<file path="config.mk">
export PLATFORM = sky130hd
export DESIGN_NAME = weight_serializer
export DESIGN_NICKNAME = d
export VERILOG_FILES = /design/src/rtl/weight_serializer.sv
export SDC_FILE = /design/constraint.sdc
export NUM_CORES = 1
export LEC_CHECK = 0
export CAP_MARGIN = 20
export CORE_MARGIN = 5
export CORE_UTILIZATION = 56
export DETAILED_ROUTE_END_ITERATION = 8
export GPL_TIMING_DRIVEN = 0
export PLACE_DENSITY = 0.89
export SLEW_MARGIN = 20
export SYNTH_ARGS = -nofsm -noshare
export SYNTH_HDL_FRONTEND = slang
export SYNTH_SLANG_ARGS = --single-unit
</file>
<file path="constraint.sdc">
create_clock -name clk -period 3.3 [get_ports clk]
set_input_delay 0.495 -clock clk [delete_from_list [all_inputs] [get_ports clk]]
set_output_delay 0.495 -clock clk [all_outputs]
set_load 0.02 [all_outputs]
</file>
<file path="src/rtl/weight_serializer.sv">
// Parallel-to-serial feeder for the bit-serial neuron multiplier.
// Words are accepted into a one-word holding register and streamed LSB first.
// The holding register lets the next word load on the edge after the previous
// word's last bit, so back-to-back words stream without a gap.
//
// state | meaning
// IDLE  | nothing streaming; loads the shift register as soon as the hold is full
// SHIFT | presenting shift_q[0]; advances one bit per unstalled cycle
//
// CNT_W must satisfy 2**CNT_W >= WIDTH.
module weight_serializer #(
    parameter int WIDTH = 16,
    parameter int CNT_W = 4
) (
    input  logic             clk,
    input  logic             reset,
    input  logic [WIDTH-1:0] weight_in,
    input  logic             weight_valid,
    output logic             weight_ready,
    input  logic             stall,
    output logic             Weight_bit,
    output logic             enable,
    output logic             word_start,
    output logic             word_last,
    output logic             busy
);

    typedef enum logic {
        IDLE  = 1'b0,
        SHIFT = 1'b1
    } state_t;

    localparam logic [CNT_W-1:0] LAST_BIT = CNT_W'(WIDTH - 1);

    state_t             state_q;
    logic               hold_full_q;
    logic [WIDTH-1:0]   hold_q;
    logic [WIDTH-1:0]   shift_q;
    logic [CNT_W-1:0]   bit_cnt_q;

    // Handshake capture, shift-register load/reload and bit stepping.
    // A capture and a reload never coincide because ready is low while the
    // hold is full; the capture is written first so the clear below wins only
    // in the impossible overlap.
    always_ff @(posedge clk) begin
        if (reset) begin
            state_q     <= IDLE;
            hold_full_q <= 1'b0;
            hold_q      <= '0;
            shift_q     <= '0;
            bit_cnt_q   <= '0;
        end else begin
            if (weight_valid && !hold_full_q) begin
                hold_q      <= weight_in;
                hold_full_q <= 1'b1;
            end
            case (state_q)
                IDLE: begin
                    if (hold_full_q) begin
                        shift_q     <= hold_q;
                        hold_full_q <= 1'b0;
                        bit_cnt_q   <= '0;
                        state_q     <= SHIFT;
                    end
                end
                SHIFT: begin
                    if (!stall) begin
                        if (bit_cnt_q == LAST_BIT) begin
                            if (hold_full_q) begin
                                shift_q     <= hold_q;
                                hold_full_q <= 1'b0;
                                bit_cnt_q   <= '0;
                            end else begin
                                // Shifting out the final bit leaves the register
                                // all zero, so Weight_bit rests at 0 while idle.
                                shift_q   <= {1'b0, shift_q[WIDTH-1:1]};
                                bit_cnt_q <= '0;
                                state_q   <= IDLE;
                            end
                        end else begin
                            shift_q   <= {1'b0, shift_q[WIDTH-1:1]};
                            bit_cnt_q <= bit_cnt_q + 1'b1;
                        end
                    end
                end
                default: state_q <= IDLE;
            endcase
        end
    end

    // Stream outputs; only stall reaches them combinationally.
    always_comb begin
        weight_ready = !hold_full_q;
        Weight_bit   = shift_q[0];
        enable       = (state_q == SHIFT) && !stall;
        word_start   = enable && (bit_cnt_q == '0);
        word_last    = enable && (bit_cnt_q == LAST_BIT);
        busy         = (state_q == SHIFT) || hold_full_q;
    end

endmodule

</file>
==> metrics, run 1 <==
Max IR drop VDD=between 0.4 and 0.5 mV; max cap viols=0; Final Setup Violations=0; Max-slew headroom=~66%; Setup Skew=roughly 0.0093 ns; synthesized instance count=202; dpl hpwl=2435 um; Worst Reg-to-Reg Cells=7; global placement routability congestion=0.8184; post-route cell area=1961 sq um; GRT Residual Overflow=0; placed cell area=1901 sq um; R2R Setup Slk=~1.7 ns; CP max-delay cell=clkdlybuf4s50_1; Vias/cell=5.332; fin nets=255; postcts setup bufs=0; largest net degree at the start of global routing=12; first-pass GRT wire length=5533 um; sequential-to-total area share from yosys stat=between 40 and 50%; # hold bufs at CTS=0; crit path cell chain=clkdlybuf4s50_1 -> nand2b_1 -> nor4b_1 -> clkdlybuf4s50_1; I/O pin count=26; Max Fanout on Critical Path=4; syn_area_per_cell=between 8 and 9 sq um; cell repeated most along the worst path=clkdlybuf4s50_1; Final min period=between 2 and 3 ns; vias in the first global route=1281; TritonRoute pass-1 iters=4; synthesized flop and latch total=38; htree depth=2; CP max stage delay=around 0.66 ns; worst hold path class=reg2reg; R2R Path End=shift_q[11]$_SDFFE_PP0P_; sum of negative setup slack=0 ns; input/output buffers=24; Core Box Area=2758 sq um; antenna cells=0; Clock Latency Late Sink=roughly 0.34 ns; RSZ-0062 raised after global routing=no; Starting Density=about three fifths; # fillers=232; fmax=374.8 MHz; Die Area=4072 sq um; Sink Count=38; Clock Path Buffers=2; Syn Nets=approximately 220; power density over the cells=475.4 nW/um^2; Multi-input gate area=744.5 sq um; Iteration-0 DRC Markers=between 70 and 80; Sequential Area=760.7 sq um; Fin. Hold Viols=0; CP arrival=2.17 ns; Mapped Area=1622 sq um; routed len/inst=12.60 um; crit path launch type=primary input; status=complete, no violations; DRC errors left=0; Setup crit start=stall; Slew @ Worst Pin=0.5065 ns; Synthesis Warnings=0; post-route ant nets=0; CP endpoint=word_start; crit share post-route=80.84%; row count=19; Slew Viols, Final=0; Pleak=0.7437 nW; Die Width=about 64 um; Die Height=63.81 um; Layout area overhead=20.91%; crit path capture type=output port; worst r2r src=bit_cnt_q[1]$_SDFFE_PP0P_; routed wire length=3340 um; CTS buffer count=5; initial antenna violation count=0; Worst-path clk slew=0.11 ns; CTS Root Buffer Type=clkbuf_4; Crit path required time=around 2.8 ns; critical path class=in2out; Distinct cells, synth=30; via count=~1400; share of layout cells above drive strength 1=9.829%; global-route usage over all layers=17.22%; CTS tree=yes; CTS resizes=0
power breakdown:
| group | switching (mW) | internal (mW) | leakage [nW] |
|---|---|---|---|
| logic | 0.0912 | 0.0802 | 0.396 |
| registers | 0.0185 | 0.493 | 0.312 |
| clock network | 0.146 | 0.103 | 0.0353 |
per-layer routing:
| metal | track usage [%] | share of wire [%] | vias to the layer above |
|---|---|---|---|
| li1 | - | - | 741 |
| met1 | 20.46 | 46 | 645 |
| met2 | 27.26 | 47 | 22 |
| met3 | 5.954 | 4.9 | 5 |
| met4 | 9.091 | 1.9 | 0 |
| met5 | 0 | 0 | - |
how the worst min path moves through the flow:
stage               slack (ns)                       end                     start  depth (start not counted)
CTS                       0.46   hold_q[11]$_SDFFE_PP0P_   hold_q[11]$_SDFFE_PP0P_                          2
floorplan                 0.44   hold_q[15]$_SDFFE_PP0P_   hold_q[15]$_SDFFE_PP0P_                          2
finish                    0.46   hold_q[14]$_SDFFE_PP0P_   hold_q[14]$_SDFFE_PP0P_                          2
global placement          0.44  shift_q[15]$_SDFFE_PP0P_  shift_q[15]$_SDFFE_PP0P_                          2
global route              0.49   hold_q[13]$_SDFFE_PP0P_   hold_q[13]$_SDFFE_PP0P_                          2
detailed placement        0.45   hold_q[11]$_SDFFE_PP0P_   hold_q[11]$_SDFFE_PP0P_                          2
flip-flops by register name, summed over array words and instances (netlist names):
register     flops
hold_q          16
state_q          1
shift_q         16
hold_full_q      1
bit_cnt_q        4
final cells by class:
cell class | instances | area share [%]
clock buffer | 7 | 2.808
timing repair buffer | 24 | 12.25
tap | 31 | 1.978
inverter | 5 | 0.9572
buffer | 14 | 4.978
sequential | 38 | 38.80
clock inverter | 1 | 0.2553
multi-input combinational | 145 | 37.97
critical path: cells and delay by family:
| kind | cells | cell delay (ns) |
|---|---|---|
| buf+inv | 2 | 1.13 |
| simple gates | 2 | 0.54 |
placed cells by master (no fill, tap or decap), drive strengths merged, types with 2 or more instances in the layout:
cell type      Yosys  routed
a21oi             37      37
nand3              3       3
a211oi            15      15
clkdlybuf4s50      0      24
nor2              20      20
nand2b             2       2
inv                5       5
clkbuf             6      13
nand2             52      52
dfxtp             38      38
and2               2       2
ha                 2       2
a21o               2       2
buf                8       8
cell usage after synthesis, drive strengths merged:
| library cell | n | area (sq um) |
|---|---|---|
| nand2 | 52 | 195.2 |
| dfxtp | 38 | 760.7 |
| a21oi | 37 | 200.2 |
| nor2 | 20 | 82.58 |
| a211oi | 15 | 117.6 |
| buf | 8 | 73.81 |
| clkbuf | 6 | 23.77 |
| inv | 5 | 18.77 |
| nand3 | 3 | 15.01 |
| a21o | 2 | 15.01 |
| and2 | 2 | 12.51 |
| ha | 2 | 25.02 |
| nand2b | 2 | 12.51 |
| a22oi | 1 | 7.510 |
| a31oi | 1 | 6.260 |
| mux2i | 1 | 10.01 |
| nand4 | 1 | 6.260 |
| nor2b | 1 | 6.260 |
| nor3 | 1 | 5.000 |
| nor3b | 1 | 7.510 |
| nor4b | 1 | 8.760 |
| o21ai | 1 | 5.000 |
| or2 | 1 | 6.260 |
kinds of logic (layout without fill, tap and decap cells):
| kind of cell | Yosys count | after routing | share of synthesized area (%) |
|---|---|---|---|
| buffers and inverters | 19 | 51 | 7.175 |
| and+or+nand+nor | 85 | 85 | 22.07 |
| muxes | 1 | 1 | 0.6173 |
| DFF | 38 | 38 | 46.91 |
| AOI/OAI and AO/OA | 57 | 57 | 21.68 |
| adders and majority gates | 2 | 2 | 1.543 |
through the flow:
stage,std cells,hold slack (ns),total power [mW],utilization (%),setup WS (ns)
after global placement,257,0.4426,0.6884,68.92,0.6645
final,265,0.4608,0.9321,71.10,0.6322
after detailed placement,257,0.4469,0.6930,68.92,0.6461
after global routing,265,0.4854,0.9842,71.10,0.5590
after CTS,265,0.4626,0.9412,71.10,0.6538
after floorplan,202,0.4366,0.6347,-,1.363
(Power assumes the default switching activity.)
==> inputs of run 2 (changes only) <==
--- a/config.mk
+++ b/config.mk
@@ -7,10 +7,10 @@
 export LEC_CHECK = 0
 export CAP_MARGIN = 20
 export CORE_MARGIN = 5
-export CORE_UTILIZATION = 56
+export CORE_UTILIZATION = 52
 export DETAILED_ROUTE_END_ITERATION = 8
 export GPL_TIMING_DRIVEN = 0
-export PLACE_DENSITY = 0.89
+export PLACE_DENSITY = 0.84
 export SLEW_MARGIN = 20
 export SYNTH_ARGS = -nofsm -noshare
 export SYNTH_HDL_FRONTEND = slang
==> constraint.sdc (replaced) <==
create_clock -name clk -period 2.8 [get_ports clk]
set_input_delay 0.42 -clock clk [delete_from_list [all_inputs] [get_ports clk]]
set_output_delay 0.42 -clock clk [all_outputs]
set_load 0.02 [all_outputs]
==> metrics, run 2 (synthesis gave the netlist of run 1 again) <==
status=complete, no violations; vias in the first global route=roughly 1300; fmax=405.8 MHz; Vias/cell=5.068; clock network power share=37.6%; TritonRoute pass-1 iters=4; Core Box Area=3028 sq um; CTS tree=yes; Starting Density=53.55%; I/O pin count=26; routed len/inst=11.85 um; antenna cells=0; combinational share of power=15.7%; post-route cell area=2028 sq um; Die Width=65.84 um; sequential group share of total power=46.8%; max cap viols=0; DRC errors left=0; crit share post-route=~88%; most common cell after layout, fill and taps aside=nand2_1; Pleak=between 0.7 and 0.8 nW; first-pass GRT wire length=5526 um; Sink Count=38; Crit path required time=2.38 ns; sum of negative setup slack=0 ns; Max IR drop VDD=0.4874 mV; dpl cells=between 200 and 300; final instance count without filler cells=about 280; initial antenna violation count=0; Max-slew headroom=between 60 and 70%; placed cell area=1917 sq um; Final min period=approximately 2.5 ns; commonest cells after routing, fill and taps aside=nand2_1 (52), dfxtp_1 (38), a21oi_1 (33); crit path launch type=primary input; # hold bufs at CTS=0; Clock Path Buffers=2; RSZ-0062 raised after global routing=no; share of layout cells above drive strength 1=10.26%; critical path class=in2out; CTS Root Buffer Type=clkbuf_4; Die Area=4335 sq um; Final Setup Violations=0; GRT Residual Overflow=0; Slew @ Worst Pin=0.4829 ns; global-route usage over all layers=16.65%; largest net degree at the start of global routing=13; Psw=0.3115 mW; CTS buffer count=5; Fin. Hold Viols=0; Worst-path clk slew=0.10 ns; global placement routability congestion=0.8527; Slew Viols, Final=0; Largest regs=hold_q (16), shift_q (16), bit_cnt_q (4); Iteration-0 DRC Markers=97; Die Height=65.84 um; post-route ant nets=0; power density over the cells=635.5 nW/um^2; CTS resizes=0; internal power=0.9775 mW; Final Total Pwr=1.289 mW; CP arrival=2.04 ns; routed wire length=3294 um; postcts setup bufs=0; crit path capture type=output port; via count=1409; switching share of total power=24.16%; dpl hpwl=between 2000 and 2500 um; input/output buffers=24; fin nets=255; Max Fanout on Critical Path=4; Clock Latency Late Sink=0.35 ns; Layout area overhead=25.08%; Setup Skew=0.009152 ns; htree depth=2; worst hold path class=reg2reg; row count=20
## run 2: changes by cell type in the layout (fill, tap and decap cells not counted)
cell       change
bufinv_16      +2
clkbuf_1       -1
clkinv_2       -1
## run 2: routing by layer
layer  vias to the layer above  track usage [%]  wire length [um]
met2                        22            28.16              1597
met3                         8            3.912               122
met1                       641            19.51              1505
li1                        738                -                 -
met4                         0            8.290                69
met5                         -                0                 0
## run 2: layout make-up
| type | instances | area, sq um |
|---|---|---|
| Clock buffer | 6 | 51.30 |
| Timing Repair Buffer | 24 | 240.2 |
| Fill cell | 265 | 999.7 |
| Tap cell | 44 | 55.05 |
| Inverter | 5 | 18.77 |
| Clock inverter | 2 | 60.06 |
| Sequential cell | 38 | 760.7 |
| Multi-Input combinational cell | 145 | 744.5 |
| Buffer | 14 | 97.59 |
## run 2: worst paths after layout
check	start	to	slack (ns)	depth (start not counted)
setup / recovery	stall	word_start	0.34	4
hold / removal	hold_q[11]$_SDFFE_PP0P_	hold_q[11]$_SDFFE_PP0P_	0.46	2
setup reg to reg	bit_cnt_q[1]$_SDFFE_PP0P_	shift_q[12]$_SDFFE_PP0P_	1.20	7
hold reg to reg	hold_q[11]$_SDFFE_PP0P_	hold_q[11]$_SDFFE_PP0P_	0.46	2
## run 2: metrics by stage
stage	hold slack, ns	utilization [%]	setup slack [ns]
2_1_floorplan	0.4366	-	1.013
3_3_place_gp	0.4434	63.31	0.3057
3_5_place_dp	0.4487	63.31	0.3004
4_1_cts	0.4638	66.98	0.3045
5_1_grt	0.4825	66.98	0.2222
6_report	0.4603	66.98	0.3360
## run 2: worst max-delay path, cell delays in order
cell	delay (ns)
clkdlybuf4s50_1	0.48
nand2b_1	0.22
nor4b_1	0.28
clkdlybuf4s50_1	0.65
## run 2: power by group through the flow
stage | Combinational, mW | Clock (mW) | Sequential (mW)
5_1_grt | 0.225 | 0.512 | 0.608
3_5_place_dp | 0.202 | 0 | 0.615
2_1_floorplan | 0.137 | 0 | 0.611
4_1_cts | 0.203 | 0.489 | 0.603
3_3_place_gp | 0.198 | 0 | 0.613
6_report | 0.202 | 0.484 | 0.603
==> inputs of run 3 (changes only) <==
--- a/config.mk
+++ b/config.mk
@@ -5,12 +5,14 @@
 export SDC_FILE = /design/constraint.sdc
 export NUM_CORES = 1
 export LEC_CHECK = 0
+export ABC_AREA = 1
 export CAP_MARGIN = 20
 export CORE_MARGIN = 5
-export CORE_UTILIZATION = 52
+export CORE_UTILIZATION = 53
 export DETAILED_ROUTE_END_ITERATION = 8
 export GPL_TIMING_DRIVEN = 0
-export PLACE_DENSITY = 0.84
+export PLACE_DENSITY = 0.85
+export SKIP_CTS_REPAIR_TIMING = 1
 export SLEW_MARGIN = 20
 export SYNTH_ARGS = -nofsm -noshare
 export SYNTH_HDL_FRONTEND = slang
==> metrics, run 3 <==
status=complete, no violations; cell taking the most area after synthesis=dfxtp_1; dpl hpwl=2658 um; synthesized instance count=242; Max IR drop VDD=0.3488 mV; Mapped Area=about 1700 sq um; crit path capture type=output port; Largest regs=hold_q (16), shift_q (16), bit_cnt_q (4); initial antenna violation count=0; routed len/inst=11.18 um; GRT Residual Overflow=0; Max Fanout on Critical Path=5; Buf/Inv on CP=1; # fillers=280; crit path launch type=flop; fin nets=a little under 300; CTS buffer count=5; Synth area leaders=dfxtp_1 (45%), a21oi_1 (11%), nor2_1 (7.9%), nand2_1 (6.2%), o21ai_1 (5.9%); Die Height=66.77 um; crit share post-route=83.31%; sequential-to-total area share from yosys stat=~45%; Crit path required time=2.38 ns; Worst-path clk slew=0.11 ns; final instance count without filler cells=around 320; htree depth=2; Die Area=4458 sq um; TritonRoute pass-1 iters=4; CP max-delay cell=clkdlybuf4s50_1; Core Box Area=~3100 sq um; delay-heaviest family, CP=buffers and inverters; dpl cells=slightly above 300; number of flops mapped to enable cells by yosys=0; M2 GR Usage=30.69%; Slew @ Worst Pin=between 0.4 and 0.5 ns; CP max stage delay=0.61 ns; share of layout cells above drive strength 1=8.364%; routed wire length=3567 um; global-route usage over all layers=between 15 and 20%; Final min period=2.333 ns; Setup Skew=0.01003 ns; Layout area overhead=21.39%; syn_area_per_cell=7.057 sq um; CP arrival=1.91 ns; worst hold path class=reg2reg; sum of negative setup slack=0 ns; max cap viols=0; most common cell after layout, fill and taps aside=dfxtp_1; largest net degree at the start of global routing=12; first-pass GRT wire length=roughly 6000 um; R2R Path End=shift_q[13]$_SDFFE_PP0P_; R2R Setup Slk=1.34 ns; synthesized flop and latch total=38; Sequential Area=760.7 sq um; Fin. Hold Viols=0; worst r2r src=bit_cnt_q[1]$_SDFFE_PP0P_; Max-slew headroom=about 72%; crit path cell chain=ha_1 -> nand3_1 -> nor2_1 -> clkdlybuf4s50_1; Worst Reg-to-Reg Cells=7; DRC errors left=0; most frequent cells after synthesis=dfxtp_1 (38), a21oi_1 (37), nor2_1 (36), nand2_1 (28), inv_1 (25); count leader, synth=dfxtp_1; Slew Viols, Final=0; antenna cells=0; Sink Count=38; via count=between 1500 and 2000; Starting Density=55.49%; worst hold path cell count=2; fmax=~430 MHz; top cell type's share of synthesized area=44.54%; input/output buffers=25; GR peak layer=met2; Post-synth ARST share=0%; Final Setup Violations=0; critical path class=reg2out; power density over the cells=about 530 nW/um^2; post-route ant nets=0; Pleak=approximately 0.87 nW; row count=20; I/O pin count=26; vias in the first global route=~1400; grt met3 use=5.902%; Min-Delay Endpoint=hold_q[5]$_SDFFE_PP0P_; RSZ-0062 raised after global routing=no; Die Width=about 67 um; met1 Track Usage GR=a little over a fifth; worst min-delay path startpoint=hold_q[5]$_SDFFE_PP0P_; Iteration-0 DRC Markers=73; Synthesis Warnings=0; Distinct cells, synth=18; Multi-input gate area=772.0 sq um; global placement routability congestion=0.8264; Syn Nets=264; commonest cells after routing, fill and taps aside=dfxtp_1 (38), a21oi_1 (37), nor2_1 (36); Clock Latency Late Sink=0.34 ns; CTS Root Buffer Type=clkbuf_4; Primary FF master, synth=dfxtp_1; Clock Path Buffers=2; Vias/cell=5.025; CTS tree=yes
-- run 3: where the power goes --
group          switching [mW]  internal (mW)  total, mW  leakage (nW)
sequential             0.0187          0.585      0.603         0.313
combinational           0.113         0.0871      0.200         0.520
clock                   0.175          0.122      0.296        0.0353
-- run 3: stage by stage --
step	instance area (sq um)	hold slack, ns	util (%)	total power [mW]	setup slack [ns]
after global placement	2013	0.4406	65.41	0.8092	0.6193
after CTS	2073	0.4625	67.36	1.105	0.4721
after floorplan	1708	0.4295	-	0.7445	1.354
after detailed placement	2013	0.4470	65.41	0.8148	0.6056
final	2073	0.4596	67.36	1.100	0.4674
after global routing	2073	0.4841	67.36	1.170	0.3112
-- run 3: layout make-up --
cell class / count / area share [%]
plain buffers: 16 / 3.742
inverters: 26 / 4.707
well taps: 44 / 2.655
flip-flops and latches: 38 / 36.69
clock buffers: 7 / 2.655
multi-input cells: 162 / 37.24
repair buffers: 25 / 12.07
clock inverters: 1 / 0.2414
-- run 3: how the worst max path moves through the flow --
stage	endpoint	start	slack (ns)	cells past startpoint
after floorplan	word_last	bit_cnt_q[0]$_SDFFE_PP0P_	1.35	3
after CTS	word_last	bit_cnt_q[0]$_SDFFE_PP0P_	0.47	4
after global placement	enable	stall	0.62	5
after global routing	word_last	bit_cnt_q[1]$_SDFFE_PP0P_	0.31	4
final	word_last	bit_cnt_q[1]$_SDFFE_PP0P_	0.47	4
after detailed placement	enable	stall	0.61	5
-- run 3: worst reg2reg max path, stage by stage (launching register included) --
cell and delay [ns]:
dfxtp_1 0.42, ha_1 0.28, nand4_2 0.16, buf_2 0.22, nand3_1 0.09, nand2_1 0.05
nor2_1 0.10, nor2_1 0.05
-- run 3: routing by layer --
metal	up-vias	wire length [um]
met2	47	1672
li1	856	-
met1	696	1596
met4	0	49
met3	4	247
met5	-	0
-- run 3: cell families (layout without fill, tap and decap cells) --
| logic type | count (synthesis) | after routing | synth area share (%) |
|---|---|---|---|
| buffers and inverters | 42 | 75 | 10.26 |
| DFF | 38 | 38 | 44.54 |
| and+or+nand+nor | 88 | 88 | 21.83 |
| adders and majority gates | 2 | 2 | 1.465 |
| AOI/OAI and AO/OA | 72 | 72 | 21.91 |
